<file path="src/rtl/nlp_update_scheduler.sv">
// NLP table update scheduler.
// Two requesters (backend and IF3) queue predictor updates in private FIFOs;
// a two-state FSM first sweeps the table clear, then retires at most one
// queued update per cycle with a backend-first, starvation-bounded arbiter.

// Small synchronous FIFO used for each requester queue.
module nlp_usched_fifo #(
    parameter int unsigned WIDTH = 8,
    parameter int unsigned DEPTH = 2
) (
    input  logic             i_clk,
    input  logic             i_rst_n,
    input  logic             i_clr,
    input  logic             i_push,
    input  logic [WIDTH-1:0] i_data,
    input  logic             i_pop,
    output logic [WIDTH-1:0] o_data,
    output logic             o_empty,
    output logic             o_full
);
    localparam int unsigned AW = (DEPTH > 1) ? $clog2(DEPTH) : 1;
    localparam int unsigned CW = $clog2(DEPTH + 1);
    localparam logic [AW-1:0] LAST_PTR = AW'(DEPTH - 1);

    logic [WIDTH-1:0] r_mem [DEPTH];
    logic [AW-1:0]    r_wp;
    logic [AW-1:0]    r_rp;
    logic [CW-1:0]    r_cnt;

    assign o_data  = r_mem[r_rp];
    assign o_empty = (r_cnt == '0);
    assign o_full  = (r_cnt == CW'(DEPTH));

    // Storage array: written on push, no reset needed for payload.
    always_ff @(posedge i_clk) begin
        if (i_push) begin
            r_mem[r_wp] <= i_data;
        end
    end

    // Pointers and occupancy; pointers wrap modulo DEPTH.
    always_ff @(posedge i_clk) begin
        if (!i_rst_n || i_clr) begin
            r_wp  <= '0;
            r_rp  <= '0;
            r_cnt <= '0;
        end else begin
            if (i_push) begin
                r_wp <= (r_wp == LAST_PTR) ? '0 : r_wp + AW'(1);
            end
            if (i_pop) begin
                r_rp <= (r_rp == LAST_PTR) ? '0 : r_rp + AW'(1);
            end
            case ({i_push, i_pop})
                2'b10:   r_cnt <= r_cnt + CW'(1);
                2'b01:   r_cnt <= r_cnt - CW'(1);
                default: r_cnt <= r_cnt;
            endcase
        end
    end
endmodule

module nlp_update_scheduler #(
    parameter int unsigned NLP_SIZE     = 16,
    parameter int unsigned IDX_W        = $clog2(NLP_SIZE),
    parameter int unsigned FIFO_DEPTH   = 2,
    parameter int unsigned STARVE_LIMIT = 4
) (
    input  logic             clk,
    input  logic             rst,
    input  logic             flush,
    input  logic             be_valid,
    output logic             be_ready,
    input  logic [31:0]      be_pc,
    input  logic [31:0]      be_target,
    input  logic             be_taken,
    input  logic [1:0]       be_bim,
    input  logic             f3_valid,
    output logic             f3_ready,
    input  logic [31:0]      f3_pc,
    input  logic [31:0]      f3_target,
    input  logic             f3_taken,
    input  logic [1:0]       f3_bim,
    output logic             wr_en,
    output logic [IDX_W-1:0] wr_idx,
    output logic [31:0]      wr_target,
    output logic [1:0]       wr_bim,
    output logic             wr_vbit,
    output logic             busy_clear,
    output logic [15:0]      drop_cnt
);
    // Queue entry: {index, target, taken, prior bimodal}
    localparam int unsigned EW = IDX_W + 35;
    localparam int unsigned SW = $clog2(STARVE_LIMIT + 2);
    localparam logic [IDX_W-1:0] LAST_IDX = IDX_W'(NLP_SIZE - 1);

    typedef enum logic {CLEAR, RUN} state_t;

    state_t           r_state;
    logic [IDX_W-1:0] r_sweep;
    logic [SW-1:0]    r_starve;
    logic [15:0]      r_drop;

    logic          w_run;
    logic          w_act;
    logic          w_be_push, w_f3_push;
    logic          w_be_pop, w_f3_pop;
    logic          w_be_empty, w_f3_empty;
    logic          w_be_full, w_f3_full;
    logic          w_be_ne, w_f3_ne;
    logic [EW-1:0] w_be_din, w_f3_din;
    logic [EW-1:0] w_be_dout, w_f3_dout;
    logic [IDX_W-1:0] w_be_idx, w_f3_idx;
    logic          w_force;
    logic          w_grant_be, w_grant_f3;
    logic          w_drop;
    logic          w_pc_unused;

    function automatic logic [1:0] bim_next(input logic tk, input logic [1:0] b);
        if (tk) begin
            return (b == 2'b11) ? 2'b11 : b + 2'd1;
        end else begin
            return (b == 2'b00) ? 2'b00 : b - 2'd1;
        end
    endfunction

    assign w_pc_unused = ^{be_pc[31:IDX_W+2], be_pc[1:0], f3_pc[31:IDX_W+2], f3_pc[1:0]};

    assign w_run = (r_state == RUN);
    // Writes and pops only happen in RUN outside reset; a flush kills the cycle.
    assign w_act = rst & w_run & ~flush;

    assign be_ready   = rst & w_run & ~w_be_full;
    assign f3_ready   = rst & w_run & ~w_f3_full;
    assign busy_clear = ~rst | (r_state == CLEAR);
    assign drop_cnt   = r_drop;

    assign w_be_push = be_valid & be_ready & ~flush;
    assign w_f3_push = f3_valid & f3_ready & ~flush;

    assign w_be_din = {be_pc[IDX_W+1:2], be_target, be_taken, be_bim};
    assign w_f3_din = {f3_pc[IDX_W+1:2], f3_target, f3_taken, f3_bim};

    assign w_be_ne  = ~w_be_empty;
    assign w_f3_ne  = ~w_f3_empty;
    assign w_be_idx = w_be_dout[EW-1 -: IDX_W];
    assign w_f3_idx = w_f3_dout[EW-1 -: IDX_W];

    assign w_force    = w_f3_ne & (r_starve == SW'(STARVE_LIMIT));
    assign w_grant_f3 = w_f3_ne & (~w_be_ne | w_force);
    assign w_grant_be = w_be_ne & ~w_grant_f3;
    // A same-index IF3 head loses to the backend write and is discarded.
    assign w_drop     = w_grant_be & w_f3_ne & (w_be_idx == w_f3_idx);

    assign w_be_pop = w_act & w_grant_be;
    assign w_f3_pop = w_act & (w_grant_f3 | w_drop);

    nlp_usched_fifo #(
        .WIDTH (EW),
        .DEPTH (FIFO_DEPTH)
    ) u_be_fifo (
        .i_clk   (clk),
        .i_rst_n (rst),
        .i_clr   (flush),
        .i_push  (w_be_push),
        .i_data  (w_be_din),
        .i_pop   (w_be_pop),
        .o_data  (w_be_dout),
        .o_empty (w_be_empty),
        .o_full  (w_be_full)
    );

    nlp_usched_fifo #(
        .WIDTH (EW),
        .DEPTH (FIFO_DEPTH)
    ) u_f3_fifo (
        .i_clk   (clk),
        .i_rst_n (rst),
        .i_clr   (flush),
        .i_push  (w_f3_push),
        .i_data  (w_f3_din),
        .i_pop   (w_f3_pop),
        .o_data  (w_f3_dout),
        .o_empty (w_f3_empty),
        .o_full  (w_f3_full)
    );

    // FSM, sweep counter, starvation counter and drop counter.
    always_ff @(posedge clk) begin
        if (!rst) begin
            r_state  <= CLEAR;
            r_sweep  <= '0;
            r_starve <= '0;
            r_drop   <= '0;
        end else if (flush) begin
            r_state  <= CLEAR;
            r_sweep  <= '0;
            r_starve <= '0;
        end else begin
            case (r_state)
                CLEAR: begin
                    r_starve <= '0;
                    if (r_sweep == LAST_IDX) begin
                        r_state <= RUN;
                        r_sweep <= '0;
                    end else begin
                        r_sweep <= r_sweep + IDX_W'(1);
                    end
                end
                RUN: begin
                    if (!w_f3_ne || w_grant_f3) begin
                        r_starve <= '0;
                    end else begin
                        r_starve <= r_starve + SW'(1);
                    end
                    if (w_drop && (r_drop != '1)) begin
                        r_drop <= r_drop + 16'd1;
                    end
                end
                default: begin
                    r_state <= CLEAR;
                    r_sweep <= '0;
                end
            endcase
        end
    end

    // Table write port: sweep clears in CLEAR, granted head in RUN.
    always_comb begin
        wr_en     = 1'b0;
        wr_idx    = '0;
        wr_target = '0;
        wr_bim    = 2'b00;
        wr_vbit   = 1'b0;
        if (rst && (r_state == CLEAR)) begin
            wr_en  = 1'b1;
            wr_idx = r_sweep;
            wr_bim = 2'b01;
        end else if (w_act && w_grant_f3) begin
            wr_en     = 1'b1;
            wr_vbit   = 1'b1;
            wr_idx    = w_f3_idx;
            wr_target = w_f3_dout[34:3];
            wr_bim    = bim_next(w_f3_dout[2], w_f3_dout[1:0]);
        end else if (w_act && w_grant_be) begin
            wr_en     = 1'b1;
            wr_vbit   = 1'b1;
            wr_idx    = w_be_idx;
            wr_target = w_be_dout[34:3];
            wr_bim    = bim_next(w_be_dout[2], w_be_dout[1:0]);
        end
    end
endmodule

</file>
<file path="config.mk">
export PLATFORM = sky130hd
export DESIGN_NAME = nlp_update_scheduler
export DESIGN_NICKNAME = d
export VERILOG_FILES = /design/src/rtl/nlp_update_scheduler.sv
export SDC_FILE = /design/constraint.sdc
export NUM_CORES = 1
export LEC_CHECK = 0
export CORE_MARGIN = 8
export CORE_UTILIZATION = 35
export DETAILED_ROUTE_END_ITERATION = 7
export PLACE_DENSITY = 0.66
export REMOVE_ABC_BUFFERS = 1
export SYNTH_ARGS = -nofsm -noshare
export SYNTH_HDL_FRONTEND = slang
export SYNTH_SLANG_ARGS = --single-unit
export TNS_END_PERCENT = 10
</file>
<file path="constraint.sdc">
create_clock -name clk -period 5.82 [get_ports clk]
set_input_delay 1.164 -clock clk [delete_from_list [all_inputs] [get_ports clk]]
set_output_delay 1.164 -clock clk [all_outputs]
set_load 0.01 [all_outputs]
</file>
# After elaboration in Yosys (flattened, before gate mapping)
# Memories as Yosys holds them, arrays and structs flattened. A register that Yosys moved wholly into a read port is not among the register bits.
# Cells that the tools add are included.
dict set report word_totals {
  ram_bits 156
  elab_cells 118
  mem_count 2
  ff_bits 32
  in_bits 139
}
dict set report classes {
  n_addsub 15
  n_eq_ne 12
  n_bitwise 26
  reduce_logical 15
  mux 38
}
# memory words word_bits read_ports rd_ports_with_merged_regs write_ports line
set mem_list {}
lappend mem_list {u_be_fifo.r_mem 2 39 1 1 1 25} ;# logic [WIDTH-1:0] r_mem [DEPTH];
lappend mem_list {u_f3_fifo.r_mem 2 39 1 1 1 25}
# cell n
set op_table {}
lappend op_table {{two-way mux 32 bit} 3}
lappend op_table {{two-way mux 1 bit} 18}
lappend op_table {{two-way mux 2 bit} 9}
lappend op_table {{adder 16 x 1 -> 16 bit, second input constant} 1}
lappend op_table {{two-way mux 4 bit} 4}
lappend op_table {{inequality test 16 bit, second input constant} 1}
lappend op_table {{AND 1 bit} 15}
lappend op_table {{== test 2 bit, second input constant} 6}
lappend op_table {{adder 2 x 1 -> 2 bit, second input constant} 4}
lappend op_table {{logical NOT 2 bit} 4}
lappend op_table {{NOT 1 bit} 8}
lappend op_table {{case mux 2 bit (2 select lines)} 2}
lappend op_table {{subtractor 2 x 1 -> 2 bit, second input constant} 4}
lappend op_table {{case mux 3 bit (2 select lines)} 1}
lappend op_table {{adder 1 bit, second input constant} 4}
lappend op_table {{adder 4 x 1 -> 4 bit, second input constant} 1}
lappend op_table {{== test 2 x 1 -> 1 bit, second input constant} 2}
lappend op_table {{== test 4 bit} 1}
lappend op_table {{== test 4 bit, second input constant} 1}
lappend op_table {{logical AND 1 bit} 4}
lappend op_table {{nonzero test 2 bit} 2}
lappend op_table {{adder 3 x 1 -> 3 bit, second input constant} 1}
lappend op_table {{== test 3 bit, second input constant} 1}
lappend op_table {{two-way mux 3 bit} 1}
lappend op_table {{other kinds (5)} 8}

# Logic depth before layout (Yosys ltp)
dict set report logic_depth {
  word_depth 13
  ltp_mapped 11
}

# Cells and area by module
# From an unflattened synthesis, not the netlist that was laid out.
dict set report hier_totals {
  hier_cells 505
  area_unflattened_um2 7825.0
}
# mod instances cells_each area_each_um2
set modules_own_cells {}
lappend modules_own_cells {nlp_usched_fifo 2 144 3015.4}
lappend modules_own_cells {nlp_update_scheduler 1 217 1794.2}

# Least setup slack after synthesis
# No wires, ideal clock.
dict set report synth_path {
  path_type {input to register}
  from {input port flush}
  to {memory u_be_fifo.r_mem[0][0] (netlist bit) (enable)}
  n_path_buf 1
  t_arrival_ns 3.324
  setup_time_ns 0.435
  setup_slack_ns 2.060
  stages 4
  required_ns 5.385
  cell_sequence {and3b_1 clkbuf_1 nand3_1 nor2_1}
}
dict set report synth_between {
  elab_chain_cells 4
}
# element line
set synth_lines {}
lappend synth_lines {{start: declaration} 71} ;# input logic flush,
lappend synth_lines {{NOT 1 bit (no line)} -}
lappend synth_lines {{AND 1 bit} 138} ;# assign w_be_push = be_valid & be_ready & ~flush;
lappend synth_lines {{two-way mux 1 bit} 36} ;# if (i_push) begin
lappend synth_lines {{two-way mux 1 bit (implied by the code)} 37} ;# r_mem[r_wp] <= i_data;
lappend synth_lines {{end: declaration} 25}
# Every way passes these cells.

# Final worst setup path
dict set report layout_path {
  from {input port flush}
  to {output port wr_target[21]}
}
dict set report layout_between {
  elab_chain_cells 6
}
# element line
set layout_lines {}
lappend layout_lines {{NOT 1 bit (no line) *} -}
lappend layout_lines {{AND 1 bit *} 131} ;# assign w_act = rst & w_run & ~flush;
lappend layout_lines {{logical AND 1 bit} 245} ;# end else if (w_act && w_grant_be) begin
lappend layout_lines {{two-way mux 32 bit} 245}
lappend layout_lines {{two-way mux 32 bit *} 239} ;# end else if (w_act && w_grant_f3) begin
lappend layout_lines {{two-way mux 32 bit *} 235} ;# if (rst && (r_state == CLEAR)) begin
lappend layout_lines {{end: declaration} 86} ;# output logic [31:0] wr_target,
# Mark *: on every way between the ends. The rest lies on a longest branch, timed or not.

==> implementation parameters <==
Parameter                              Value

Die
  Rows    54
  Total core area    21,760 um2
  Die ar.    27,080 um2
  Floorplan die width    164.6 um
  Die height    164.6 um
  Number of I/O pins    ~200
  Initial core utilization    35.51%

Clock network
  Clk Tree Root Cell    clkbuf_16
  Total clock buffers created by CTS    17
  Max Buffers Root-to-Sink    2
  CTS H-tree lvls    4
  Number of buffers added for setup after CTS    0
  Quantity of hold-fixing buffers added after cts    0
  CTS tree    done
  Clk pin slew, worst setup/hold paths    0.07 ns
  CTS Sinks    190
  Worst-Skew Late Latency    0.43 ns
  Gates resized, CTS repair    0

Placed design
  Cell total after placement    932
  Number of input and output port buffers inserted    approximately 140
  Worst slack after detailed placement    1.050 ns
  Placer's final routability congestion estimate    just under 0.8
  Dpl hpwl    roughly 12,000 um

Critical path
  Crit path required time    4.66 ns
  Worst setup SP type    input pin
  Sort of element at the end of the critical path    output port
  CP max-delay cell    clkdlybuf4s50_1
  Path type of the worst setup path    input pin to output port
  Worst path arrival time    3.65 ns
  Largest fanout of any net on the critical path    31
  Cell mode on critical path    clkdlybuf4s50_1
  CP max stage delay    0.61 ns
  Cells along the critical path    clkdlybuf4s50_1 -> and3b_1 -> o221ai_4 -> buf_4 -> o22ai_1 -> clkdlybuf4s50_1

Power and ir drop
  VDD IR max    0.1722 mV
  Final Total Pwr    about 2700 uW
  Switching component of the power    573.0 uW
  Switch share    21.14%
  Power density over the cells    between 200 and 300 nW/um2
  Cell-internal power    2137 uW
  Share of power burned in the clock network    a little over two fifths
  Fraction of power consumed by combinational cells    about 3.0%
  Reported leakage power    0.002997 uW
  Seq pwr share    between 50% and 60%

Layout
  Final non-filler cell total    964
  Nets    roughly 820
  Final-layout fill cell count    1,927
  Fraction of final layout cells sized beyond drive strength 1    7.749%
  Fraction of the core area covered by cells at the end of the flow    46.30%
  Antenna cells    0
  Signed area change from the synthesized netlist to the final layout    30.36%

STA
  Maximum operating frequency    0.2079 GHz
  Least-Margin Pin Slew    1.142 ns
  Minimum setup slack in the final design    roughly 1.0 ns
  Ratio of final minimum period to clock period    82.65%
  Relative slew slack    between 20% and 30%
  Layout Skew    0.01450 ns
  Final hold violation count    0
  Final critical path time including I/O delays and setup    roughly 4.8 ns
  Setup_tns    0 ns
  Number of pins exceeding their max-slew limit in the final report    0
  Final setup viols    0
  Setup repair after global routing missed its margin    no

Logic synthesis
  Ranking of synthesized cells by instance count    edfxtp_1, mux2i_1, dfxtp_1
  Yosys top cell by area    edfxtp_1
  Number of warning messages in the yosys log    0
  Synth Flop Type    edfxtp_1
  Most area-consuming cells after synthesis    edfxtp_1, mux2i_1, dfxtp_1, o22ai_1, nor2_1
  Number of flops mapped to enable cells by yosys    156
  Number of synthesized register bits    between 150 and 200
  Synthesized area per cell    14.58 um2
  Yosys top cell area share    60.63%
  Instance count of the mapped netlist    530
  Most frequently used cell type in the post-synthesis netlist    edfxtp_1
  Cell area after synthesis    7726 um2
  Post-synthesis sequential area ratio    69.44%
  Share of flip-flops with an asynchronous set or reset after synthesis    0%
  Distinct cell type count after synthesis    49

Global route
  Maximum number of pins on one net before global-route repair    33
  GRT Residual Overflow    0
  Via count of the first global-routing pass    5,261
  Global-route wire length before repair    27,950 um
  Total global routing track utilization    13.50%
  Antenna violations before repair    0

Routing
  Post-DR wirelength/cell    between 15 and 20 um
  DRC errors left    0
  Detail-routed via count per cell    5.158
  Number of violations reported at the end of detailed-routing iteration 0    391
  1st-pass router iterations    4
  Total number of vias    just under 5,000
  Remaining antenna violation count after routing    0
  Final WL    18,260 um

Status
  Run status    completed

Min path
  Hold WC Path Type    flip-flop to flip-flop

Flow run
  Count of maximum capacitance violations    0
[final timing paths]
path	endpoint	from	cells after the start	slack, ns
max	wr_target[21]	flush	6	1.01
min	r_starve[0]	r_starve[0]	1	0.46
max reg2reg	u_f3_fifo.r_cnt[1]	flip-flop	7	2.24
min reg2reg	r_starve[0]	r_starve[0]	1	0.46
[metrics by stage]
stage               hold slack (ns)  cell area, um2
floorplan                    0.4323            7582
global placement             0.4434            9469
detailed placement           0.4536            9469
CTS                          0.4635           10070
global route                 0.5022           10070
finish                       0.4590           10070
[cell usage in the layout, fill, tap and decap left out, types with 8 or more instances in the layout]
master / count
dfxtp_1: 32
o22ai_1: 32
o31ai_1: 11
buf_4: 10
or4_1: 9
inv_1: 10
clkbuf_16: 17
nand2b_1: 10
o21ai_0: 10
a21oi_1: 15
edfxtp_1: 156
nor2_1: 19
xnor2_1: 9
nand3_1: 11
nand4_1: 8
clkdlybuf4s50_1: 141
nand2_1: 22
mux2i_1: 78
[final cells by class]
| cell class | count | area (um2) | area share, % |
|---|---|---|---|
| well taps | 280 | 350.3 | 3.478 |
| clock inverters | 14 | 173.9 | 1.727 |
| repair buffers | 151 | 1486 | 14.76 |
| flip-flops and latches | 190 | 5368 | 53.29 |
| clock buffers | 18 | 429.2 | 4.261 |
| inverters | 11 | 41.29 | 0.4099 |
| multi-input cells | 300 | 2223 | 22.07 |
[registers in the layout, summed over array words and instances (netlist names), 2 cells and up, named ones only]
signal and cells:
drop_cnt 16, r_sweep 4, u_be_fifo.r_cnt 2, r_starve 3, u_be_fifo.r_mem 78, u_f3_fifo.r_mem 78
u_f3_fifo.r_cnt 2
[layer usage]
layer | share of wire, % | track usage, %
met5 | 0 | 0
met4 | 1.1 | 3.890
met3 | 7.3 | 4.387
met2 | 49 | 22.93
met1 | 43 | 16.11
[logic make-up (layout without fill, tap and decap cells)]
kind of cell    after synthesis  after routing  synth area share (%)
fa+ha+maj                     8              8                 1.231
buf+inv                      40            194                 2.397
flops                       190            190                 69.44
simple gates                112            112                 7.725
mux                          78             78                 10.11
compound gates               89             89                 7.531
xor+xnor                     13             13                 1.571
[critical path, delay by kind of cell]
kind                   cells  cell delay [ns]
AOI/OAI and AO/OA          2             0.57
buffers and inverters      3             1.49
and+or+nand+nor            1             0.39
[power groups by stage]
stage / logic, uW / clock network, uW / registers (uW)
global route: 85.9 / 1240 / 1470
finish: 81.1 / 1160 / 1470
floorplan: 7.11 / 0 / 1500
CTS: 81.3 / 1190 / 1470
detailed placement: 80.9 / 0 / 1500
global placement: 77.6 / 0 / 1500
(Power assumes the default switching activity.)
